--- src/rtl/onebysixteen_demux_loader.sv ---
// onebysixteen_demux_loader
//   Write-side companion to the 16:1 output mux. It accepts SIZE-bit words on
//   a valid/ready handshake and steers each word into one of 16 holding
//   registers (y0..y15). The target slot comes from InMuxAdd in addressed mode
//   or from an internal write pointer in auto-increment mode. A valid mask
//   tracks which slots have been written. The block raises full, and pulses
//   done once, when the bank becomes complete.
//
// Ports
//   clk, rst         clock; synchronous active-high reset
//   din/din_valid    write word and its valid strobe
//   din_ready        combinational; a word is accepted this cycle
//   InMuxAdd         target slot in addressed mode
//   auto_inc         1 = take the slot from wr_ptr and advance the pointer
//   clear            clears the pointer, valid mask and state; slot data is kept
//   y0..y15          registered holding slots
//   valid_mask       per-slot written flags
//   wr_ptr           auto-increment pointer
//   full / done      bank complete / one-cycle completion pulse

// One holding slot. Reset zeroes the data. clear does not touch it.
module onebysixteen_demux_loader_slot #(
  parameter int SIZE = 1
) (
  input  logic            clk,
  input  logic            rst,
  input  logic            i_we,
  input  logic [SIZE-1:0] i_d,
  output logic [SIZE-1:0] o_q
);
  logic [SIZE-1:0] r_q;

  always_ff @(posedge clk) begin
    if (rst)       r_q <= '0;
    else if (i_we) r_q <= i_d;
  end

  assign o_q = r_q;
endmodule

module onebysixteen_demux_loader #(
  parameter int SIZE = 1
) (
  input  logic            clk,
  input  logic            rst,
  input  logic [SIZE-1:0] din,
  input  logic            din_valid,
  output logic            din_ready,
  input  logic [3:0]      InMuxAdd,
  input  logic            auto_inc,
  input  logic            clear,
  output logic [SIZE-1:0] y0,
  output logic [SIZE-1:0] y1,
  output logic [SIZE-1:0] y2,
  output logic [SIZE-1:0] y3,
  output logic [SIZE-1:0] y4,
  output logic [SIZE-1:0] y5,
  output logic [SIZE-1:0] y6,
  output logic [SIZE-1:0] y7,
  output logic [SIZE-1:0] y8,
  output logic [SIZE-1:0] y9,
  output logic [SIZE-1:0] y10,
  output logic [SIZE-1:0] y11,
  output logic [SIZE-1:0] y12,
  output logic [SIZE-1:0] y13,
  output logic [SIZE-1:0] y14,
  output logic [SIZE-1:0] y15,
  output logic [15:0]     valid_mask,
  output logic [3:0]      wr_ptr,
  output logic            full,
  output logic            done
);
  localparam int NUM_SLOTS = 16;

  typedef enum logic [1:0] {
    S_EMPTY   = 2'd0,
    S_FILLING = 2'd1,
    S_FULL    = 2'd2
  } state_t;

  state_t                          r_state;
  logic [NUM_SLOTS-1:0]            r_valid_mask;
  logic [3:0]                      r_wr_ptr;
  logic                            r_full;
  logic                            r_done;

  logic                            w_xfer;
  logic [3:0]                      w_slot;
  logic [NUM_SLOTS-1:0]            w_slot_oh;
  logic [NUM_SLOTS-1:0]            w_we;
  logic [NUM_SLOTS-1:0]            w_mask_nxt;
  logic [NUM_SLOTS-1:0][SIZE-1:0]  w_y;

  // clear blocks acceptance in its own cycle, so a simultaneous word is dropped.
  assign din_ready  = (r_state != S_FULL) & ~clear;
  assign w_xfer     = din_valid & din_ready;
  assign w_slot     = auto_inc ? r_wr_ptr : InMuxAdd;
  assign w_slot_oh  = NUM_SLOTS'(1) << w_slot;
  assign w_we       = w_xfer ? w_slot_oh : '0;
  assign w_mask_nxt = r_valid_mask | w_slot_oh;

  generate
    for (genvar g = 0; g < NUM_SLOTS; g++) begin : g_slot
      onebysixteen_demux_loader_slot #(.SIZE(SIZE)) u_slot (
        .clk  (clk),
        .rst  (rst),
        .i_we (w_we[g]),
        .i_d  (din),
        .o_q  (w_y[g])
      );
    end
  endgenerate

  // Bank-tracking FSM. full follows the mask only, so a bank filled with a
  // mix of addressed and auto writes completes the same way. done can fire
  // only on the EMPTY/FILLING -> FULL edge, because FULL blocks transfers.
  always_ff @(posedge clk) begin
    if (rst || clear) begin
      r_state      <= S_EMPTY;
      r_valid_mask <= '0;
      r_wr_ptr     <= '0;
      r_full       <= 1'b0;
      r_done       <= 1'b0;
    end else begin
      r_done <= 1'b0;
      if (w_xfer) begin
        r_valid_mask <= w_mask_nxt;
        if (auto_inc) r_wr_ptr <= r_wr_ptr + 4'd1;
        if (&w_mask_nxt) begin
          r_state <= S_FULL;
          r_full  <= 1'b1;
          r_done  <= 1'b1;
        end else begin
          r_state <= S_FILLING;
        end
      end
    end
  end

  assign valid_mask = r_valid_mask;
  assign wr_ptr     = r_wr_ptr;
  assign full       = r_full;
  assign done       = r_done;

  assign y0  = w_y[0];
  assign y1  = w_y[1];
  assign y2  = w_y[2];
  assign y3  = w_y[3];
  assign y4  = w_y[4];
  assign y5  = w_y[5];
  assign y6  = w_y[6];
  assign y7  = w_y[7];
  assign y8  = w_y[8];
  assign y9  = w_y[9];
  assign y10 = w_y[10];
  assign y11 = w_y[11];
  assign y12 = w_y[12];
  assign y13 = w_y[13];
  assign y14 = w_y[14];
  assign y15 = w_y[15];
endmodule

--- config.mk ---
export PLATFORM = sky130hd
export DESIGN_NAME = onebysixteen_demux_loader
export DESIGN_NICKNAME = d
export VERILOG_FILES = /design/src/rtl/onebysixteen_demux_loader.sv
export SDC_FILE = /design/constraint.sdc
export NUM_CORES = 1
export LEC_CHECK = 0
export CAP_MARGIN = 20
export CORE_ASPECT_RATIO = 1.2
export CORE_MARGIN = 3
export CORE_UTILIZATION = 42
export CTS_CLUSTER_DIAMETER = 80
export CTS_CLUSTER_SIZE = 16
export DETAILED_ROUTE_END_ITERATION = 6
export GPL_ROUTABILITY_DRIVEN = 0
export PLACE_DENSITY = 0.79
export SYNTH_ARGS = -nofsm -noshare
export SYNTH_HDL_FRONTEND = slang
export SYNTH_HIERARCHICAL = 1
export SYNTH_SLANG_ARGS = --single-unit
--- constraint.sdc ---
create_clock -name clk -period 1.9 [get_ports clk]
set_clock_uncertainty 0.1 [all_clocks]
set_input_delay 0.19 -clock clk [delete_from_list [all_inputs] [get_ports clk]]
set_output_delay 0.19 -clock clk [all_outputs]
set_load 0.01 [all_outputs]
==> flow_metrics.env <==
export IMPL_worst_slack_ns=0.0327
export IMPL_io_pins=49
export IMPL_maxCapViolCount=0
export IMPL_num_antenna_cells=0
export IMPL_p_per_area_nw_per_um2=635
export IMPL_place_detailed_hpwl_um=3330
export IMPL_io_buffers=48
export IMPL_drt_pass1_iter_count=4
export IMPL_grt_pass1_vias=1646
export IMPL_endpoint_kind="flip-flop"
export IMPL_final_hold_violation_count=0
export IMPL_route_detailed_drc=0
export IMPL_drv_slew=0
export IMPL_syn_inst=207
export IMPL_grt_max_degree=25
export IMPL_async_flop_share_pct=0
export IMPL_dieArea_um2=4900
export IMPL_crit_fanout=5
export IMPL_clk_pin_slew_ns=0.07
export IMPL_cts_tree="done"
export IMPL_synth_edf_count=0
export IMPL_setup_viol=0
export IMPL_path_class="flip-flop to flip-flop"
export IMPL_start_kind="flip-flop"
export IMPL_drt_iter0_markers=87
export IMPL_rows=24
export IMPL_antenna_found_initial=0
export IMPL_ant_nets=0
export IMPL_avgRoutedWirePerCell_um=14.3
export IMPL_yosysUniqueCellTypes=32
export IMPL_synthesis_area_um2=1720
export IMPL_synthTopCellsByArea="dfxtp_1, nor2_1, mux2i_1"
export IMPL_hold_buffers=0
export IMPL_slew_headroom_pct=63.4
export IMPL_grt_pass1_wl_um=7570
export IMPL_status="finished, final reports clean"
export IMPL_grt_use_total_pct=19.4
export IMPL_whs_ns=0.320
export IMPL_seq_area_frac_synth_pct=46.5
export IMPL_root_buffer="clkbuf_8"
export IMPL_critical_path_arrival_ns=1.94
export IMPL_syn_num_nets=218
export IMPL_cp_data_required_time_ns=1.97
export IMPL_syn2layout_area_growth_pct=43.4
export IMPL_clockBufferDepth=2
export IMPL_core_area_um2=3780
export IMPL_fin_crit_ns=1.87
export IMPL_pre_cts_ws_ns=-0.507
export IMPL_fillers=351
export IMPL_htree_levels=2
export IMPL_yosys_area_top_type="dfxtp_1"
export IMPL_syn_avg_cell_area_um2=8.31
export IMPL_via_per_inst=5.15
export IMPL_ys_flop_type="dfxtp_1"
export IMPL_synth_seq_cells=40
export IMPL_drive_gt1_share_pct=14.7
export IMPL_max_freq_mhz=536
export IMPL_vias=1673
export IMPL_tightest_slew_ns=0.547
export IMPL_min_period_over_period_pct=98.3
export IMPL_numCtsBuffers=5
export IMPL_synth_top_area_share_pct=46.5
export IMPL_grt_overflow_total=0
export IMPL_clk_latency_ns=0.29
export IMPL_ys_warnings_count=6
export IMPL_wl_um=4640
export IMPL_vdd_drop_max_uv=547
export IMPL_hp_class="input pin to flip-flop"
export IMPL_rsz0062_at_grt="yes"
export IMPL_p_leak_nw=0.868
export IMPL_start_util_pct=45.5
export IMPL_die_w_um=64.4
export IMPL_nets=283
export IMPL_die_height_um=76.1
export IMPL_cts_num_sinks=40
## where the power goes
group	total (mW)	switching [mW]	internal (mW)
logic	0.133	0.0771	0.0563
clock network	0.588	0.293	0.295
registers	0.846	0.00345	0.842
## path summary, 6_finish.rpt
check | start | to | slack [ns] | cells past startpoint
worst max-delay path | wr_ptr[1] | r_state[0] | 0.03 | 6
worst min-delay path | auto_inc | wr_ptr[1] | 0.32 | 4
worst max register to register | wr_ptr[1] | r_state[0] | 0.03 | 6
worst min register to register | full | full | 0.37 | 2
## cells in the mapped netlist (all sizes together), types with 3 or more instances
cell type  instances
nor2              70
a21oi             13
and2               3
a31oi              5
mux2i             16
or3b               4
dfxtp             40
nand3b             5
inv                4
clkbuf             3
a22oi              3
nand2             14
nand3              6
## per-layer routing
metal | routed length (µm) | part of all wire [%] | global-route usage, % | vias up
met5 | 0 | 0 | 0 | -
met4 | 113 | 2.4 | 10.1 | 0
met3 | 257 | 5.5 | 4.57 | 12
met2 | 2310 | 50 | 32.0 | 64
met1 | 1960 | 42 | 23.0 | 764
li1 | - | - | - | 833
## logic make-up after synthesis
family          count (synthesis)  share of synthesized area [%]
flops                          40                           46.5
compound gates                 28                           10.8
buf+inv                         9                           2.62
xor+xnor                        2                           1.02
simple gates                  111                           29.0
mux                            16                           9.31
fa+ha+maj                       1                          0.727
## worst max-delay path, stage by stage (launching register included)
cell	delay (ns)
dfxtp_2	0.34
or3b_4	0.42
a22oi_2	0.14
o22ai_1	0.11
a2111oi_2	0.21
nand4_1	0.22
nor3b_2	0.20
## metrics by stage
stage	std cells	area, µm²	power [mW]	setup TNS [ns]	utilization, %
2_1_floorplan	207	1720	0.929	0	-
3_3_place_gp	317	2350	0.994	-5.81	62.1
3_5_place_dp	317	2350	0.995	-6.76	62.1
4_1_cts	325	2440	1.57	0	64.6
5_1_grt	325	2470	1.62	-0.123	65.2
6_report	325	2470	1.57	0	65.2
## layout by cell type, fill, tap and decap left out, types with 2 or more instances in the layout
cell / instances
nand3b_1: 5
nand3_1: 6
dfxtp_1: 36
buf_6: 2
and2_1: 3
or3_1: 2
nand2_1: 12
inv_1: 4
xor2_1: 2
or3b_4: 3
nand2_2: 2
nor3_1: 2
dfxtp_2: 4
clkdlybuf4s50_1: 43
a22oi_2: 2
dlygate4sd2_1: 4
a31oi_1: 5
clkbuf_8: 6
a21oi_1: 13
buf_4: 13
mux2i_1: 16
nor2_1: 70
## flip-flops by register name, indices dropped and copies added (netlist names)
register / cells
valid_mask: 16
done: 1
g_slot.u_slot/o_q: 16
full: 1
r_state: 2
wr_ptr: 4
## what timing repair did
action                                  CTS  global route
gates resized for setup                   9            11
pin swaps                                 4             5
endpoints found under the setup margin    4             4
buffers inserted                          0             0
hold endpoints to repair                  0             0
## area by class of cell
cell class | instances | area [µm²] | area share, %
multi-input cells | 158 | 897 | 36.4
flip-flops and latches | 40 | 806 | 32.7
repair buffers | 63 | 591 | 23.9
clock buffers | 7 | 86.3 | 3.50
well taps | 52 | 65.1 | 2.64
inverters | 4 | 15.0 | 0.609
clock inverters | 1 | 7.51 | 0.304
Note: power is estimated with default switching activity, not from simulation.
